`src/rtl/pll_reconfig_ctrl.sv`:
```
// Divider-change sequencer for the dynamic rPLL: encodes requests, holds them through
// settle and relock, qualifies lock, retries on timeout and reverts to the last good setting.
module pll_reconfig_ctrl #(
  parameter int unsigned DEF_IDIV     = 1,
  parameter int unsigned DEF_FBDIV    = 1,
  parameter logic [5:0]  DEF_ODSEL    = 6'h38,
  parameter int unsigned SETTLE_CYC   = 16,
  parameter int unsigned LOCK_STABLE  = 8,
  parameter int unsigned LOCK_TIMEOUT = 27000,
  parameter int unsigned MAX_RETRY    = 2
) (
  input  logic       clkin,
  input  logic       rst_n,
  input  logic       req_valid,
  output logic       req_ready,
  input  logic [6:0] req_idiv,
  input  logic [6:0] req_fbdiv,
  input  logic [5:0] req_odsel,
  input  logic       pll_lock,
  output logic [5:0] idsel,
  output logic [5:0] fbdsel,
  output logic [5:0] odsel,
  output logic       locked,
  output logic       busy,
  output logic       done,
  output logic       err,
  output logic [1:0] err_code
);

  localparam int unsigned SET_W = (SETTLE_CYC   > 0) ? $clog2(SETTLE_CYC + 1)   : 1;
  localparam int unsigned STB_W = (LOCK_STABLE  > 0) ? $clog2(LOCK_STABLE + 1)  : 1;
  localparam int unsigned TMO_W = (LOCK_TIMEOUT > 0) ? $clog2(LOCK_TIMEOUT + 1) : 1;
  localparam int unsigned RTY_W = (MAX_RETRY    > 0) ? $clog2(MAX_RETRY + 1)    : 1;

  localparam logic [6:0] DEF_I = 7'(DEF_IDIV);
  localparam logic [6:0] DEF_F = 7'(DEF_FBDIV);

  typedef enum logic [2:0] {
    S_IDLE,
    S_APPLY,
    S_SETTLE,
    S_WAIT_LOCK,
    S_FAIL
  } state_t;

  // Divider N maps to (64 - N) mod 64; the 7-bit subtraction truncated to 6 bits does the mod.
  function automatic logic [5:0] enc_div(input logic [6:0] div);
    enc_div = 6'(7'd64 - div);
  endfunction

  state_t           state, state_nxt;
  logic [SET_W-1:0] settle_cnt, settle_nxt;
  logic [STB_W-1:0] stable_cnt, stable_nxt;
  logic [TMO_W-1:0] tmo_cnt, tmo_nxt;
  logic [RTY_W-1:0] retry_cnt, retry_nxt;
  logic             reverting, reverting_nxt;
  logic             user_seq, user_nxt;
  logic [6:0]       cur_idiv, cur_idiv_nxt, cur_fbdiv, cur_fbdiv_nxt;
  logic [5:0]       cur_odsel, cur_odsel_nxt;
  logic [6:0]       good_idiv, good_idiv_nxt, good_fbdiv, good_fbdiv_nxt;
  logic [5:0]       good_odsel, good_odsel_nxt;
  logic [5:0]       idsel_nxt, fbdsel_nxt, odsel_nxt;
  logic             locked_nxt, busy_nxt, ready_nxt, done_nxt, err_nxt;
  logic [1:0]       err_code_nxt;
  logic             accept, req_legal;
  logic             lock_meta, lock_s;

  // Two-flop synchroniser for the asynchronous PLL lock
  always_ff @(posedge clkin) begin
    if (!rst_n) begin
      lock_meta <= 1'b0;
      lock_s    <= 1'b0;
    end else begin
      lock_meta <= pll_lock;
      lock_s    <= lock_meta;
    end
  end

  always_ff @(posedge clkin) begin
    if (!rst_n) begin
      state      <= S_SETTLE;
      settle_cnt <= '0;
      stable_cnt <= '0;
      tmo_cnt    <= '0;
      retry_cnt  <= '0;
      reverting  <= 1'b0;
      user_seq   <= 1'b0;
      cur_idiv   <= DEF_I;
      cur_fbdiv  <= DEF_F;
      cur_odsel  <= DEF_ODSEL;
      good_idiv  <= DEF_I;
      good_fbdiv <= DEF_F;
      good_odsel <= DEF_ODSEL;
      idsel      <= enc_div(DEF_I);
      fbdsel     <= enc_div(DEF_F);
      odsel      <= DEF_ODSEL;
      locked     <= 1'b0;
      busy       <= 1'b1;
      req_ready  <= 1'b0;
      done       <= 1'b0;
      err        <= 1'b0;
      err_code   <= 2'd0;
    end else begin
      state      <= state_nxt;
      settle_cnt <= settle_nxt;
      stable_cnt <= stable_nxt;
      tmo_cnt    <= tmo_nxt;
      retry_cnt  <= retry_nxt;
      reverting  <= reverting_nxt;
      user_seq   <= user_nxt;
      cur_idiv   <= cur_idiv_nxt;
      cur_fbdiv  <= cur_fbdiv_nxt;
      cur_odsel  <= cur_odsel_nxt;
      good_idiv  <= good_idiv_nxt;
      good_fbdiv <= good_fbdiv_nxt;
      good_odsel <= good_odsel_nxt;
      idsel      <= idsel_nxt;
      fbdsel     <= fbdsel_nxt;
      odsel      <= odsel_nxt;
      locked     <= locked_nxt;
      busy       <= busy_nxt;
      req_ready  <= ready_nxt;
      done       <= done_nxt;
      err        <= err_nxt;
      err_code   <= err_code_nxt;
    end
  end

  always_comb begin
    state_nxt      = state;
    settle_nxt     = settle_cnt;
    stable_nxt     = stable_cnt;
    tmo_nxt        = tmo_cnt;
    retry_nxt      = retry_cnt;
    reverting_nxt  = reverting;
    user_nxt       = user_seq;
    cur_idiv_nxt   = cur_idiv;
    cur_fbdiv_nxt  = cur_fbdiv;
    cur_odsel_nxt  = cur_odsel;
    good_idiv_nxt  = good_idiv;
    good_fbdiv_nxt = good_fbdiv;
    good_odsel_nxt = good_odsel;
    idsel_nxt      = idsel;
    fbdsel_nxt     = fbdsel;
    odsel_nxt      = odsel;
    done_nxt       = 1'b0;
    err_nxt        = 1'b0;
    err_code_nxt   = err_code;
    accept         = req_valid && req_ready;
    req_legal      = (req_idiv != 7'd0) && (req_idiv <= 7'd64) &&
                     (req_fbdiv != 7'd0) && (req_fbdiv <= 7'd64);

    case (state)
      S_IDLE, S_FAIL: begin
        if (accept && req_legal) begin
          cur_idiv_nxt  = req_idiv;
          cur_fbdiv_nxt = req_fbdiv;
          cur_odsel_nxt = req_odsel;
          retry_nxt     = '0;
          reverting_nxt = 1'b0;
          user_nxt      = 1'b1;
          state_nxt     = S_APPLY;
        end else begin
          if (accept) begin
            err_nxt      = 1'b1;
            err_code_nxt = 2'd1;
          end
          // Lock loss while idle: relock on the current setting, silently
          if (state == S_IDLE && !lock_s) begin
            stable_nxt    = '0;
            tmo_nxt       = '0;
            retry_nxt     = '0;
            reverting_nxt = 1'b0;
            user_nxt      = 1'b0;
            state_nxt     = S_WAIT_LOCK;
          end
        end
      end
      S_APPLY: begin
        idsel_nxt  = enc_div(cur_idiv);
        fbdsel_nxt = enc_div(cur_fbdiv);
        odsel_nxt  = cur_odsel;
        settle_nxt = '0;
        state_nxt  = S_SETTLE;
      end
      S_SETTLE: begin
        if (settle_cnt == SET_W'(SETTLE_CYC)) begin
          stable_nxt = '0;
          tmo_nxt    = '0;
          state_nxt  = S_WAIT_LOCK;
        end else begin
          settle_nxt = settle_cnt + SET_W'(1);
        end
      end
      S_WAIT_LOCK: begin
        if (!lock_s)
          stable_nxt = '0;
        else if (stable_cnt != STB_W'(LOCK_STABLE))
          stable_nxt = stable_cnt + STB_W'(1);
        if (tmo_cnt != TMO_W'(LOCK_TIMEOUT))
          tmo_nxt = tmo_cnt + TMO_W'(1);

        // Timeout wins over a stable hit in the same cycle
        if (tmo_cnt == TMO_W'(LOCK_TIMEOUT)) begin
          if (retry_cnt < RTY_W'(MAX_RETRY)) begin
            retry_nxt = retry_cnt + RTY_W'(1);
            state_nxt = S_APPLY;
          end else if (!reverting) begin
            err_nxt       = 1'b1;
            err_code_nxt  = 2'd2;
            cur_idiv_nxt  = good_idiv;
            cur_fbdiv_nxt = good_fbdiv;
            cur_odsel_nxt = good_odsel;
            retry_nxt     = '0;
            reverting_nxt = 1'b1;
            user_nxt      = 1'b0;
            state_nxt     = S_APPLY;
          end else begin
            err_nxt      = 1'b1;
            err_code_nxt = 2'd3;
            user_nxt     = 1'b0;
            state_nxt    = S_FAIL;
          end
        end else if (stable_cnt == STB_W'(LOCK_STABLE)) begin
          good_idiv_nxt  = cur_idiv;
          good_fbdiv_nxt = cur_fbdiv;
          good_odsel_nxt = cur_odsel;
          retry_nxt      = '0;
          reverting_nxt  = 1'b0;
          done_nxt       = user_seq;
          user_nxt       = 1'b0;
          state_nxt      = S_IDLE;
        end
      end
      default: state_nxt = S_FAIL;
    endcase

    locked_nxt = (state_nxt == S_IDLE);
    ready_nxt  = (state_nxt == S_IDLE) || (state_nxt == S_FAIL);
    busy_nxt   = !ready_nxt;
  end

endmodule

```
`config.mk`:
```
export PLATFORM = sky130hd
export DESIGN_NAME = pll_reconfig_ctrl
export DESIGN_NICKNAME = d
export VERILOG_FILES = /design/src/rtl/pll_reconfig_ctrl.sv
export SDC_FILE = /design/constraint.sdc
export NUM_CORES = 1
export LEC_CHECK = 0
export ABC_AREA = 1
export ABC_CLOCK_PERIOD_IN_PS = 2200
export BUFFER_PORTS_ARGS = -buffer_cell sky130_fd_sc_hd__buf_2
export CAP_MARGIN = 10
export CELL_PAD_IN_SITES_DETAIL_PLACEMENT = 0
export CELL_PAD_IN_SITES_GLOBAL_PLACEMENT = 2
export CORE_MARGIN = 3
export CORE_UTILIZATION = 32
export CTS_CLUSTER_SIZE = 20
export DETAILED_ROUTE_END_ITERATION = 16
export GPL_ROUTABILITY_DRIVEN = 0
export PLACE_DENSITY_LB_ADDON = 0.1
export SETUP_SLACK_MARGIN = 0.4
export SLEW_MARGIN = 20
export SYNTH_ARGS = -nofsm -noshare
export SYNTH_HDL_FRONTEND = slang
export SYNTH_SLANG_ARGS = --single-unit
```
`constraint.sdc`:
```
create_clock -name clkin -period 2.2 [get_ports clkin]
set_clock_uncertainty 0.1 [all_clocks]
set_input_delay 0.11 -clock clkin [delete_from_list [all_inputs] [get_ports clkin]]
set_output_delay 0.11 -clock clkin [all_outputs]
set_load 0.05 [all_outputs]
```
==> results.toml, run 1 <==
[routing]
wl_per_cell_um = 15.21
viasPerCell = 4.842
routed_wl_um = 14250
drc = 0
ant_nets = 0
drt_iter0_drc = 274
vias = 4537
firstDrtPassIters = 5

[global_routing]
antenna_found_initial = 0
grt_util_all_layers_pct = 17.60
grt_max_degree = 49
grt_pass1_vias = 4386
grt_overflow = 0
grt_first_pass_wirelength_um = 22540

[sta]
worst_slack_ns = 0.4534
period_needed_ns = 1.747
hold_viol = 0
fin_crit_sh_pct = 79.39
worst_pin_slew_ns = 0.4602
slew_violations = 0
tns_ns = 0
slew_headroom_pct = 69.28
setup_viol = 0
rsz0062_at_grt = "true"
timing.fmax_ghz = 0.5725

[logic_synthesis]
synth_warnings = 0
synth_top_family_by_area = "simple AND/OR/NAND/NOR gates"
synth_compound_area_share_pct = 12.65
syn-num-nets = 718
synth_area_um2 = 4621
yosys.area.top_type_share_pct = 40.73
synthCells = 686
synthXorXnorAreaFrac_pct = 1.327
ys_ff_latch = 94
synthSimpleGateAreaFrac_pct = 33.01
ys_types = 32
ys_seq_area_share_pct = 40.73
synthAdderAreaFrac_pct = 2.166
synthTopCellsByArea = "dfxtp_1 41%, nand2_1 15%, nand3_1 7.6%"
synthMuxAreaShare_pct = 0
synth_top_area_cell = "dfxtp_1"
syn_area_per_cell_um2 = 6.736

[layout]
layout_commonest_cell = "nand2_1"
diodes = 0
nets = 784
final_cell_mix = "167 x nand2_1, 79 x dfxtp_1, 72 x inv_1"
finish.instance_area_um2 = 5983
layout.cells.non_filler = 937
area_growth_pct = 29.49
drive_above_1_share_pct = 24.70

[floorplan]
die_y_um = 126.2
die-area_um2 = 15920
io_pins = 49
die_width_um = 126.2
fp.coreArea_um2 = 13990
num_rows = 43
start_util_pct = 33.03

[power_and_ir_drop]
finalPower_mw = 3.958
leakagePower_nw = 2.530
power_density_nw_per_um2 = 661.5
irDropWorstVdd_mv = 0.3328

[clock_network]
cts_tree = "yes"
htree_levels = 3
cts_buffers = 9
clockBufferDepth = 2
clk_pin_slew_ns = 0.07
clock-sinks = 94
insertion_delay_ns = 0.35
cts-root-buf = "clkbuf_16"

[place]
placed_cell_area_um2 = 5081
dp_cells = 900
dp_hpwl_um = 9031
io_buffers = 48
pre_cts_slack_ns = 0.2805

[setup_path]
path_class = "reg -> reg"
startpoint_type = "flip-flop"
cp_slowest_cell = "dfxtp_2"
cp_top_family = "simple AND/OR/NAND/NOR gates"
path_cells = "inv_2 > ha_4 > nand2_4 > nor2_4 > nand2_2 > nor2_4 > buf_12 > nand2_4 > nand3_4 > buf_8 > nand2_1 > a21oi_1"
crit_path_end_kind = "flip-flop"
cp_num_buf_inv = 3
cp_max_fo = 8
worstPathRequired_ns = 2.37
critPathArrivalTime_ns = 1.92
cp_slowest_stage_delay_ns = 0.32

[min_path]
hold_path.class = "in -> reg"

[status]
status = "complete, no violations"

[flow_run]
maxCapViolCount = 0
[synth_stat cells]
master	number
nor2_2	6
nand3_1	70
ha_1	8
o21ai_1	2
nor4_1	2
nand2_2	3
nor2_1	59
nand2_4	2
buf_2	8
nor3_2	1
buf_6	2
nand3b_1	2
a21oi_1	60
nor3b_1	1
a211oi_1	2
buf_4	1
nor2_4	1
o21ai_0	41
nand4_1	4
o211ai_1	4
nor3_1	15
inv_1	78
clkbuf_1	14
nand2_1	181
nand3_2	2
o21ai_4	1
a22oi_1	1
xor2_1	7
buf_8	1
dfxtp_1	94
inv_2	10
or2_2	3
[cells by family (layout without fill, tap and decap cells)]
| family | Yosys count | after routing |
|---|---|---|
| simple gates | 352 | 352 |
| buf+inv | 114 | 185 |
| compound gates | 111 | 111 |
| flops | 94 | 94 |
| fa+ha+maj | 8 | 8 |
| xor+xnor | 7 | 7 |
[where the power goes]
group | internal [mW] | leakage [nW] | switching, mW
combinational | 0.196 | 1.62 | 0.352
sequential | 1.74 | 0.767 | 0.0317
clock | 0.948 | 0.145 | 0.691
total | 2.88 | 2.53 | 1.07
[per-layer routing]
| metal | global-route usage, % | vias up | wire, um |
|---|---|---|---|
| met5 | 0 | - | 0 |
| met4 | 6.498 | 0 | 341 |
| met3 | 2.545 | 20 | 439 |
| met2 | 29.73 | 74 | 6837 |
| met1 | 22.84 | 2109 | 6631 |
| li1 | - | 2334 | - |
[final timing paths]
| check | from | to | slack (ns) | cells past startpoint |
|---|---|---|---|---|
| setup reg to reg | tmo_cnt[0] | tmo_cnt[6] | 0.45 | 12 |
| setup / recovery | tmo_cnt[0] | tmo_cnt[6] | 0.45 | 12 |
| hold / removal | req_odsel[3] | cur_odsel[3] | 0.02 | 5 |
| hold reg to reg | lock_meta | lock_s | 0.32 | 2 |
[per-stage QoR]
| step | utilization (%) | hold WS [ns] |
|---|---|---|
| finish | 42.77 | 0.02271 |
| floorplan | - | 0.1076 |
| global placement | 36.32 | 0.1898 |
| detailed placement | 36.32 | 0.1973 |
| global route | 42.77 | 0.03804 |
| CTS | 40.42 | 0.01479 |
[flip-flops by register name, indices dropped and copies added, names as in the netlist, 6 cells and up]
name / count
good_fbdiv: 6
fbdsel: 6
idsel: 6
tmo_cnt: 15
cur_idiv: 6
cur_odsel: 6
good_odsel: 6
odsel: 6
cur_fbdiv: 6
good_idiv: 6
[area by class of cell]
type | count | area [um2]
tap | 180 | 225.2
clock buffer | 12 | 256.5
sequential | 94 | 1908
fill | 1470 | 8005
timing repair buffer | 81 | 719.4
multi-input combinational | 478 | 2482
inverter | 88 | 337.8
clock inverter | 4 | 53.80
[worst min-delay path: stages]
cell and delay [ns]:
buf_2 0.07, nand2_1 0.04, nand2_1 0.06, nand3_1 0.08
nand3_1 0.08
[timing repair]
action                                 CTS  global route
setup endpoints to repair               50            65
pin swaps                                3            33
setup buffers                            8             4
endpoints found under the hold margin    3             0
gates resized for setup                 23            74
hold buffers                             2             0
gates cloned                             3             4
Note: power is estimated with default switching activity, not from simulation.
==> run 2, diff against run 1 <==
--- a/config.mk
+++ b/config.mk
@@ -6,7 +6,7 @@
 export NUM_CORES = 1
 export LEC_CHECK = 0
 export ABC_AREA = 1
-export ABC_CLOCK_PERIOD_IN_PS = 2200
+export ABC_CLOCK_PERIOD_IN_PS = 1790
 export BUFFER_PORTS_ARGS = -buffer_cell sky130_fd_sc_hd__buf_2
 export CAP_MARGIN = 10
 export CELL_PAD_IN_SITES_DETAIL_PLACEMENT = 0
==> constraint.sdc (replaced) <==
create_clock -name clkin -period 1.79 [get_ports clkin]
set_clock_uncertainty 0.1 [all_clocks]
set_input_delay 0.0895 -clock clkin [delete_from_list [all_inputs] [get_ports clkin]]
set_output_delay 0.0895 -clock clkin [all_outputs]
set_load 0.05 [all_outputs]
==> results.toml, run 2 (synthesis results as in run 1) <==
[floorplan]
fp.coreArea_um2 = 13990
die-area_um2 = 15920
io_pins = 49
die_width_um = 126.2
start_util_pct = 33.03
num_rows = 43
die_y_um = 126.2

[clock_network]
htree_levels = 3
clk_pin_slew_ns = 0.06
clock-sinks = 94
clockBufferDepth = 2
cts-root-buf = "clkbuf_16"
cts_tree = "yes"
insertion_delay_ns = 0.35
cts_buffers = 9

[routing]
drc = 0
firstDrtPassIters = 4
routed_wl_um = 13940
drt_iter0_drc = 212
ant_nets = 0
wl_per_cell_um = 14.18
vias = 4675
viasPerCell = 4.756

[power_and_ir_drop]
irDropWorstVdd_mv = 0.5628
power_frac_seq_pct = 45.1
switching_share_pct = 28.85
power_frac_comb_pct = 17.4
power_density_nw_per_um2 = 708.0
finalPower_mw = 4.850
clkPwrFrac_pct = 37.5
p_sw_mw = 1.399
leakagePower_nw = 2.784
p_int_mw = 3.451

[sta]
tns_ns = 0
holdWs_ns = -0.005443
worst_slack_ns = 0.01812
fin_crit_sh_pct = 98.99
period_needed_ns = 1.772
slew_headroom_pct = 62.74
worst_pin_slew_ns = 0.5590
timing.fmax_ghz = 0.5644
setup_viol = 0
rsz0062_at_grt = "true"
hold_viol = 1
slew_violations = 0

[layout]
largest_reg_flops = 15
fillers = 1430
nets = 831
diodes = 0
register_area_um2 = 1916
drive_above_1_share_pct = 40.60
regMostFlops = "tmo_cnt"
layout_commonest_cell = "nand2_1"
layout.cells.non_filler = 983
final_cell_mix = "135 x nand2_1, 75 x dfxtp_1, 65 x inv_1"
area_growth_pct = 48.25
multi_input_area_um2 = 2994

[min_path]
hp-start = "rst_n"
hold_path.class = "in -> reg"

[global_routing]
grt_max_degree = 37
grt_overflow = 0
antenna_found_initial = 0
grt_util_all_layers_pct = 16.78
grt_pass1_vias = 4492
grt_first_pass_wirelength_um = 21880

[setup_path]
cp_common_cell = "nand2_4"
path_cells = "inv_2 > ha_4 > nand2_4 > nor2_4 > nand2_2 > nor2_4 > buf_6 > nand2_4 > nand3_4 > buf_8 > nand2_4 > a21oi_2"
cp_slowest_stage_delay_ns = 0.32
path_class = "reg -> reg"
critPathArrivalTime_ns = 1.95
crit_path_end_kind = "flip-flop"
cp_slowest_cell = "dfxtp_2"
cp-startpoint = "tmo_cnt[0]"
r2r_slack_ns = 0.02
r2r-start = "tmo_cnt[0]"
startpoint_type = "flip-flop"
cp_max_fo = 6
worstPathRequired_ns = 1.96

[place]
dp_cells = 918
dp_hpwl_um = 8902
io_buffers = 48
pre_cts_slack_ns = 0.02656

[status]
violations = "hold timing"
status = "finished with violations"

[flow_run]
maxCapViolCount = 0
## run 2: repair_timing
action,CTS,global route
cloned,5,3
pin swaps,28,35
hold buffers,5,0
setup endpoints to repair,72,82
endpoints found under the hold margin,6,0
buffers inserted,21,16
resized for setup,88,126
## run 2: power groups by stage
stage / clock network (mW) / logic, mW / registers (mW)
CTS: 1.89 / 0.738 / 2.18
global route: 1.95 / 0.920 / 2.19
global placement: 0 / 0.582 / 2.23
detailed placement: 0 / 0.588 / 2.23
finish: 1.82 / 0.844 / 2.19
floorplan: 0 / 0.370 / 2.26
## run 2: path summary, 6_finish.rpt
check | depth (start not counted) | endpoint
max reg2reg | 12 | tmo_cnt[1]
max | 12 | tmo_cnt[1]
min | 3 | retry_cnt[1]
min reg2reg | 2 | good_fbdiv[4]
## run 2: worst max-delay path: cells and delay by family (launching register included)
kind | cells | cell delay [ns]
compound gates | 1 | 0.13
simple gates | 7 | 0.62
buf+inv | 3 | 0.37
fa+ha+maj | 1 | 0.16
flops | 1 | 0.32
## run 2: metrics by stage
stage | cell area [um2] | utilization, %
5_1_grt | 6850 | 48.97
2_1_floorplan | 4735 | -
3_3_place_gp | 5321 | 38.04
6_report | 6850 | 48.97
4_1_cts | 6205 | 44.36
3_5_place_dp | 5321 | 38.04
## run 2: layer usage
layer  routed length (um)  up-vias  GRT usage [%]
met2                 6736       51          27.82
li1                     -     2427              -
met3                  402       10          4.241
met4                  116        0          3.344
met1                 6685     2187          22.28
met5                    0        -              0
## run 2: final cells by class
type	count	area share (%)
clock buffer	10	3.489
clock inverter	5	0.5114
inverter	88	5.260
multi-input combinational	481	43.71
sequential	94	27.96
tap	180	3.288
timing repair buffer	125	15.78
==> run 3, diff against run 2 <==
--- a/config.mk
+++ b/config.mk
@@ -17,6 +17,7 @@
 export DETAILED_ROUTE_END_ITERATION = 16
 export GPL_ROUTABILITY_DRIVEN = 0
 export PLACE_DENSITY_LB_ADDON = 0.1
+export REMOVE_ABC_BUFFERS = 1
 export SETUP_SLACK_MARGIN = 0.4
 export SLEW_MARGIN = 20
 export SYNTH_ARGS = -nofsm -noshare
==> results.toml, run 3 (synthesis results as in run 1) <==
[sta]
rsz0062_at_grt = "true"
hold_viol = 0
timing.fmax_ghz = 0.5658
worst_pin_slew_ns = 0.3803
period_needed_ns = 1.767
slew_violations = 0
setup_viol = 0
slew_headroom_pct = 74.65
fin_crit_sh_pct = 98.73
worst_slack_ns = 0.02266
tns_ns = 0

[floorplan]
fp.coreArea_um2 = 13990
io_pins = 49
num_rows = 43
die_y_um = 126.2
die-area_um2 = 15920
start_util_pct = 33.03
die_width_um = 126.2

[setup_path]
r2r_cells = 10
crit_path_end_kind = "flip-flop"
cp_max_fo = 8
path_class = "reg -> reg"
startpoint_type = "flip-flop"
worstPathRequired_ns = 1.97
critPathArrivalTime_ns = 1.95

[clock_network]
insertion_delay_ns = 0.35
clk_pin_slew_ns = 0.07
cts-root-buf = "clkbuf_16"
cts_buffers = 9
clock-sinks = 94
clockBufferDepth = 2
htree_levels = 3
cts_tree = "yes"

[global_routing]
antenna_found_initial = 0
grt_util_all_layers_pct = 18.28
grt_max_degree = 36
grt_first_pass_wirelength_um = 23520
grt_pass1_vias = 4641
grt_overflow = 0

[place]
io_buffers = 48
placed_cell_area_um2 = 5439
dp_hpwl_um = 9363
pre_cts_slack_ns = -0.06980

[power_and_ir_drop]
irDropWorstVdd_mv = 0.4614
leakagePower_nw = 2.846
finalPower_mw = 4.956
power_density_nw_per_um2 = 705.2

[routing]
drc = 0
drt_iter0_drc = 248
vias = 4804
firstDrtPassIters = 4
routed_wl_um = 15150
viasPerCell = 4.833
wl_per_cell_um = 15.24
ant_nets = 0

[min_path]
hold_depth = 5
hold_path.class = "in -> reg"

[layout]
finish.instance_area_um2 = 7028
largest_reg_flops = 15
area_growth_pct = 52.10
layout_commonest_cell = "nand2_1"
final_cell_mix = "140 x nand2_1, 75 x dfxtp_1, 62 x inv_1"
fillers = 1379
nets = 841
diodes = 0
drive_above_1_share_pct = 43.00
regMostFlops = "tmo_cnt"

[status]
status = "complete, no violations"

[flow_run]
maxCapViolCount = 0
run 3: final timing paths:
check               start           end  slack [ns]
max            tmo_cnt[1]  cur_fbdiv[2]        0.02
min          req_odsel[3]  cur_odsel[3]       0.005
max reg2reg    tmo_cnt[1]  cur_fbdiv[2]        0.02
min reg2reg     lock_meta        lock_s        0.32
run 3: critical path: stages, from the launching register on:
cell and delay, ns:
dfxtp_4 0.36, inv_2 0.06, ha_4 0.14, nand3_1 0.09, nor2_1 0.13, nand2_2 0.12, o21ai_4 0.16, buf_12 0.18
buf_8 0.14, nand3_1 0.10, a21oi_2 0.13
run 3: metal layers:
layer	wire length [um]	share of wire, %	track usage, %
met1	7016	46	24.27
met2	7311	48	30.92
met3	379	2.5	2.248
met4	444	2.9	5.931
met5	0	0	0
run 3: timing repair:
action / CTS / global route
setup endpoints to repair: 83 / 91
gates cloned: 4 / 4
hold buffers: 2 / 0
hold endpoints to repair: 2 / 0
resized for setup: 101 / 185
pin swaps: 37 / 42
setup buffers: 7 / 15
run 3: through the flow:
stage          cells  util [%]  hold slack (ns)
2_1_floorplan    660         -          0.05853
3_3_place_gp     946     38.88           0.1993
3_5_place_dp     946     38.88           0.1979
4_1_cts          975     44.24        0.0001807
5_1_grt          994     50.24          0.02058
6_report         994     50.24         0.004785
run 3: power breakdown:
group          internal, mW  switching, mW
combinational         0.400          0.550
clock                 0.953          0.869
sequential             2.14         0.0420
total                  3.50           1.46
run 3: final cells by class:
cell class | instances | area [um2] | area share [%]
clock buffer | 12 | 236.5 | 3.365
clock inverter | 4 | 32.53 | 0.4629
inverter | 88 | 357.8 | 5.092
multi-input combinational | 480 | 3068 | 43.65
sequential | 94 | 1913 | 27.22
tap | 180 | 225.2 | 3.205
timing repair buffer | 136 | 1195 | 17.00
